[src/rtl/dest_ip_pkg.sv]
// Shared definitions for the destination-IP match table and its access controller.
package dest_ip_pkg;

  // Width of one table entry; the table itself is built from the same value.
  localparam int unsigned TBL_ENTRY_WIDTH = 32;

  // Number of entries in the destination-IP match table.
  localparam int unsigned TBL_DEPTH = 32;

  // Controller sequencing states (3-bit encoding).
  typedef enum logic [2:0] {
    IDLE     = 3'd0,
    H_WR     = 3'd1,
    H_RD     = 3'd2,
    H_DONE   = 3'd3,
    CLR_WR   = 3'd4,
    CLR_NEXT = 3'd5,
    C_DONE   = 3'd6
  } tbl_state_t;

endpackage

[src/rtl/ack_timer.sv]
// Ack wait counter: cleared by load, counts while enabled, flags the last wait cycle.
module ack_timer #(
  parameter int unsigned ACK_TIMEOUT = 15
) (
  input  logic AXI_ACLK,
  input  logic reset,
  input  logic load,
  input  logic en,
  output logic expire
);

  localparam int unsigned CNT_W = $clog2(ACK_TIMEOUT + 1);

  logic [CNT_W-1:0] count;

  assign expire = (count == CNT_W'(ACK_TIMEOUT - 1));

  // Wait-cycle counter; saturates at the expiry value until reloaded.
  always_ff @(posedge AXI_ACLK) begin
    if (reset || load) begin
      count <= '0;
    end else if (en && !expire) begin
      count <= count + 1'b1;
    end
  end

endmodule

[src/rtl/dest_ip_tbl_ctrl.sv]
// Destination-IP match table access sequencer: host read/write and bulk clear.
module dest_ip_tbl_ctrl
  import dest_ip_pkg::*;
#(
  parameter int unsigned C_S_AXI_DATA_WIDTH = TBL_ENTRY_WIDTH,
  parameter int unsigned TBL_ADDR_WIDTH     = 5,
  parameter int unsigned ACK_TIMEOUT        = 15
) (
  input  logic                          AXI_ACLK,
  input  logic                          reset,
  // host register path
  input  logic                          host_wr_req,
  input  logic                          host_rd_req,
  input  logic [TBL_ADDR_WIDTH-1:0]     host_addr,
  input  logic [C_S_AXI_DATA_WIDTH-1:0] host_wr_data,
  output logic [C_S_AXI_DATA_WIDTH-1:0] host_rd_data,
  output logic                          host_done,
  output logic                          host_err,
  // bulk clear
  input  logic                          clear_start,
  output logic                          clear_busy,
  output logic                          clear_done,
  // table interface
  output logic                          tbl_wr_req,
  output logic                          tbl_rd_req,
  output logic [TBL_ADDR_WIDTH-1:0]     tbl_wr_addr,
  output logic [TBL_ADDR_WIDTH-1:0]     tbl_rd_addr,
  output logic [C_S_AXI_DATA_WIDTH-1:0] tbl_wr_data,
  input  logic [C_S_AXI_DATA_WIDTH-1:0] tbl_rd_data,
  input  logic                          tbl_wr_ack,
  input  logic                          tbl_rd_ack
);

  tbl_state_t                state;
  tbl_state_t                state_nxt;
  logic                      clear_pend;
  logic                      clr_err;
  logic [TBL_ADDR_WIDTH-1:0] clr_idx;

  logic waiting;
  logic ack_seen;
  logic tmr_expire;
  logic tmr_load;
  logic timed_out;
  logic clr_last;

  assign clr_last = (clr_idx == '1);

  ack_timer #(
    .ACK_TIMEOUT(ACK_TIMEOUT)
  ) u_ack_timer (
    .AXI_ACLK (AXI_ACLK),
    .reset    (reset),
    .load     (tmr_load),
    .en       (waiting),
    .expire   (tmr_expire)
  );

  // Next-state and wait/ack qualification; acks are only honoured in their matching wait state.
  always_comb begin
    state_nxt = state;
    waiting   = 1'b0;
    ack_seen  = 1'b0;
    case (state)
      IDLE: begin
        if (clear_start || clear_pend) begin
          state_nxt = CLR_WR;
        end else if (host_wr_req) begin
          state_nxt = H_WR;
        end else if (host_rd_req) begin
          state_nxt = H_RD;
        end
      end
      H_WR: begin
        waiting  = 1'b1;
        ack_seen = tbl_wr_ack;
        if (tbl_wr_ack || tmr_expire) state_nxt = H_DONE;
      end
      H_RD: begin
        waiting  = 1'b1;
        ack_seen = tbl_rd_ack;
        if (tbl_rd_ack || tmr_expire) state_nxt = H_DONE;
      end
      CLR_WR: begin
        waiting  = 1'b1;
        ack_seen = tbl_wr_ack;
        if (tbl_wr_ack || tmr_expire) state_nxt = CLR_NEXT;
      end
      CLR_NEXT: begin
        state_nxt = clr_last ? C_DONE : CLR_WR;
      end
      H_DONE:  state_nxt = IDLE;
      C_DONE:  state_nxt = IDLE;
      default: state_nxt = IDLE;
    endcase
    timed_out = waiting && tmr_expire && !ack_seen;
    // Reload on every state change so each wait starts counting from zero.
    tmr_load  = !waiting || (state_nxt != state);
  end

  // FSM state, registered table/host outputs and clear bookkeeping.
  always_ff @(posedge AXI_ACLK) begin
    if (reset) begin
      state        <= IDLE;
      clear_pend   <= 1'b0;
      clr_err      <= 1'b0;
      clr_idx      <= '0;
      host_rd_data <= '0;
      host_done    <= 1'b0;
      host_err     <= 1'b0;
      clear_busy   <= 1'b0;
      clear_done   <= 1'b0;
      tbl_wr_req   <= 1'b0;
      tbl_rd_req   <= 1'b0;
      tbl_wr_addr  <= '0;
      tbl_rd_addr  <= '0;
      tbl_wr_data  <= '0;
    end else begin
      state      <= state_nxt;
      // Requests follow the next state, so they drop the cycle after the ack or expiry.
      tbl_wr_req <= (state_nxt == H_WR) || (state_nxt == CLR_WR);
      tbl_rd_req <= (state_nxt == H_RD);
      host_done  <= (state_nxt == H_DONE);
      host_err   <= ((state_nxt == H_DONE) && timed_out) ||
                    ((state_nxt == C_DONE) && clr_err);
      clear_done <= (state_nxt == C_DONE);
      clear_busy <= (state_nxt == CLR_WR) || (state_nxt == CLR_NEXT);

      if (state == IDLE && state_nxt == H_WR) begin
        tbl_wr_addr <= host_addr;
        tbl_wr_data <= host_wr_data;
      end
      if (state == IDLE && state_nxt == H_RD) begin
        tbl_rd_addr <= host_addr;
      end

      if (state_nxt == CLR_WR && state != CLR_WR) begin
        clear_pend  <= 1'b0;
        tbl_wr_data <= '0;
        if (state == IDLE) begin
          clr_err     <= 1'b0;
          tbl_wr_addr <= clr_idx;
        end else begin
          clr_idx     <= clr_idx + 1'b1;
          tbl_wr_addr <= clr_idx + 1'b1;
        end
      end else if (clear_start && state != IDLE && !clear_busy) begin
        clear_pend <= 1'b1;
      end

      if (state == CLR_WR && timed_out) begin
        clr_err <= 1'b1;
      end
      if (state == C_DONE) begin
        clr_idx <= '0;
      end

      if (state == H_RD && tbl_rd_ack) begin
        host_rd_data <= tbl_rd_data;
      end
    end
  end

endmodule

[config.mk]
export PLATFORM = sky130hd
export DESIGN_NAME = dest_ip_tbl_ctrl
export DESIGN_NICKNAME = d
export VERILOG_FILES = /design/src/rtl/dest_ip_pkg.sv /design/src/rtl/ack_timer.sv /design/src/rtl/dest_ip_tbl_ctrl.sv
export SDC_FILE = /design/constraint.sdc
export NUM_CORES = 1
export LEC_CHECK = 0
export CAP_MARGIN = 20
export CORE_AREA = 8 8 102 104
export CTS_CLUSTER_SIZE = 12
export DETAILED_ROUTE_END_ITERATION = 8
export DIE_AREA = 0 0 110 112
export PLACE_DENSITY = 0.82
export SYNTH_ARGS = -nofsm -noshare
export SYNTH_HDL_FRONTEND = slang
export SYNTH_SLANG_ARGS = --single-unit
[constraint.sdc]
create_clock -name AXI_ACLK -period 2.3 [get_ports AXI_ACLK]
set_input_delay 0.69 -clock AXI_ACLK [delete_from_list [all_inputs] [get_ports AXI_ACLK]]
set_output_delay 0.69 -clock AXI_ACLK [all_outputs]
set_load 0.01 [all_outputs]
==> metrics.md <==
| Metric | Value |
|---|---|
| TritonCTS clock tree | `done` |
| Post-Synth Simple-Gate Area | `between 20% and 30%` |
| Tightest Pin Transition | `approximately 0.54 ns` |
| Final GP Congestion | `between 0.8 and 0.9` |
| Mapped Area | `between 3000 and 4000 um2` |
| Io pins | `between 150 and 200` |
| Register area share after synthesis | `slightly above 50%` |
| Vias/cell | `slightly below 5` |
| Netlist cell types | `44` |
| CP Data Required Time | `2.58 ns` |
| Post-synth top area share | `around half` |
| Max clock buf depth | `2` |
| FFs w/ async S/R, synth | `0%` |
| Critical Path Source Type | `input pin` |
| Cell leakage power | `1.991 nW` |
| Maximum clock rate | `approximately 0.44 GHz` |
| Tmin final | `2.251 ns` |
| Die ar. | `between 10000 and 15000 um2` |
| Port-buffer cells | `between 150 and 200` |
| Initial antenna violation count | `0` |
| Max-cap viol count | `0` |
| Flop-to-flop setup slack | `about 0.14 ns` |
| CTS Sinks | `94` |
| XOR/XNOR Fraction of Synth Area | `under 10%` |
| Synth warn | `0` |
| Post-synthesis compound-gate area fraction | `15.79%` |
| Grt total ovfl | `0` |
| Cts hold-fix bufs | `0` |
| Ys flop type | `dfxtp_1` |
| PwrDens | `slightly above 700 nW/um2` |
| Htree depth | `3` |
| Placed cell count | `about 700` |
| Tot GR Track Use | `around 17%` |
| Post-synth EDFFs | `0` |
| Area of placed instances | `between 5000 and 6000 um2` |
| Most frequent cell after synthesis | `nand2_1` |
| Mux cell area share after synthesis | `under 10%` |
| Number of fill cells | `~770` |
| Worst vdd ir | `around 440 uV` |
| Reg2reg path depth | `9` |
| Final hold violation count | `0` |
| Die Y | `between 100 and 150 um` |
| Mean Syn Cell Area | `just over 8 um2` |
| DRC viols | `0` |
| Routed wire length | `10.65 mm` |
| Hold Path Class | `reg2reg` |
| Final Max Tran Viols | `0` |
| WL per Instance | `approximately 15 um` |
| Arr. time, crit path | `2.53 ns` |
| Clock Latency Late Sink | `approximately 0.35 ns` |
| Crit path max fanout | `14` |
| Synth area leader | `dfxtp_1` |
| Clk root buf | `clkbuf_8` |
| Slew headroom | `between 60 and 70%` |
| Placed wire-length estimate | `about 8 mm` |
| CP Capture Type | `flip-flop` |
| Nets | `680` |
| Synth cell count leaders | `nand2_1, dfxtp_1, a21oi_1, nor2_1, clkbuf_1` |
| Final clock skew | `roughly 0.012 ns` |
| DR iter-0 viols | `around 200` |
| Clock Pin Slew Worst Setup and Hold Paths | `around 0.090 ns` |
| Cells after Synth | `roughly 450` |
| Largest family of logic cells by synthesized area | `simple AND/OR/NAND/NOR gates` |
| RR Startpoint | `clr_idx[0]` |
| CTS resizes | `0` |
| Initial Utilization | `between 40% and 50%` |
| First-pass GRT wire length | `around 17 mm` |
| Finished Layout Cells | `roughly 720` |
| Finished Cell Area | `about 5600 um2` |
| Final design utilization | `62.77%` |
| Total CTS buffers | `9` |
| Area of the core | `roughly 8900 um2` |
| Seq cells post-synth | `94` |
| Worst hold start | `tbl_wr_data[26]` |
| RR Endpoint | `clr_idx[3]` |
| Pin count of the biggest net entering global routing | `34` |
| Area Overhead vs Synth | `54.06%` |
| Die Wd | `110 um` |
| Antenna-violating nets left | `0` |
| Vias in the first global route | `around 3600` |
| Std-Cell Rows | `35` |
| Worst Hold Endpoint | `tbl_wr_data[26]` |
| Post CTS Setup Buffer Count | `0` |
| DRT Pass-1 Iters | `5` |
| Final Power | `4.033 mW` |
| Final number of setup-violating endpoints | `0` |
| Crit path kind | `in2reg` |
| Top post-synthesis cells by area | `dfxtp_1, nand2_1, a21oi_1` |
| Fraction of layout cells with a size suffix above 1 | `6.446%` |
| Min-Delay Path Depth | `2` |
| ANT cells | `0` |
| Final period util | `97.88%` |
| Synth Area in Adders | `1.382%` |
| Via count | `roughly 3500` |
| Status | `completed` |
| Net count after synthesis | `525` |
==> flip-flops by register name (all words and copies together) (netlist names) <==
signal	count
clear_pend	1
tbl_wr_addr	5
clear_done	1
clr_err	1
tbl_rd_addr	5
host_err	1
clear_busy	1
host_done	1
state	3
host_rd_data	32
tbl_wr_data	32
u_ack_timer.count	4
tbl_rd_req	1
tbl_wr_req	1
clr_idx	5
==> cell type report <==
type                       instances  area [um2]  area share [%]
sequential                        94        1882           33.72
tap                              111       138.9           2.489
timing repair buffer             173        1732           31.03
inverter                           4       15.01          0.2691
multi-input combinational        318        1592           28.52
clock buffer                      10       127.6           2.287
clock inverter                     6       93.84           1.682
==> metrics by stage <==
stage / worst slack [ns] / setup TNS, ns / hold slack [ns]
CTS: 0.08641 / 0 / 0.4594
finish: 0.04868 / 0 / 0.4568
detailed placement: -0.2642 / -7.294 / 0.4453
global route: -0.009775 / -0.01307 / 0.4784
floorplan: 0.4167 / 0 / 0.4330
global placement: -0.2020 / -4.231 / 0.4410
==> cell usage in the layout, fill, tap and decap left out, drive strengths merged, types with 2 or more instances in the layout <==
master / instances
a211o: 2
a211oi: 3
a21oi: 74
a311oi: 2
a31oi: 5
and2b: 2
and3: 3
buf: 19
bufinv: 2
clkbuf: 10
clkdlybuf4s50: 154
clkinv: 2
dfxtp: 94
ha: 4
inv: 5
mux2i: 6
nand2: 145
nand3: 8
nand4: 4
nor2: 19
nor2b: 3
nor3: 5
o21a: 2
o21ai: 7
or3: 4
xnor2: 5
xor2: 2
==> per-layer routing <==
metal / GRT usage (%) / up-vias / share of wire [%]
li1: - / 1785 / -
met1: 18.87 / 1629 / 41
met2: 28.75 / 112 / 48
met3: 7.048 / 12 / 10
met4: 4.505 / 0 / 1.1
met5: 0 / - / 0
==> logic make-up after synthesis <==
| group | after synthesis |
|---|---|
| adders and majority gates | 4 |
| AOI/OAI and AO/OA | 101 |
| muxes | 6 |
| xor gates and xnor gates | 7 |
| buffers and inverters | 33 |
| DFF | 94 |
| and+or+nand+nor | 200 |
==> critical path: stages <==
cell,delay [ns]
clkdlybuf4s50_1,0.58
nor4b_1,0.10
o21ai_1,0.29
nand4_2,0.18
buf_12,0.19
or3_1,0.34
a21oi_1,0.16
==> how the worst max path moves through the flow <==
stage           startpoint         end  cells past startpoint  slack (ns)
2_1_floorplan   clr_idx[0]  clear_pend                     10        0.42
3_3_place_gp   clear_start  clr_idx[2]                      7       -0.20
3_5_place_dp   clear_start  clr_idx[3]                      7       -0.26
4_1_cts        clear_start  clr_idx[3]                      7        0.09
5_1_grt        clear_start  clr_idx[3]                      7       -0.01
6_report       clear_start  clr_idx[3]                      7        0.05
==> report_power, final <==
part | internal [mW] | switching [mW] | leakage [nW]
clock network | 0.621 | 0.579 | 0.107
logic | 0.516 | 0.486 | 1.12
registers | 1.74 | 0.0933 | 0.761
total | 2.87 | 1.16 | 1.99
Note: power is estimated with default switching activity, not from simulation.
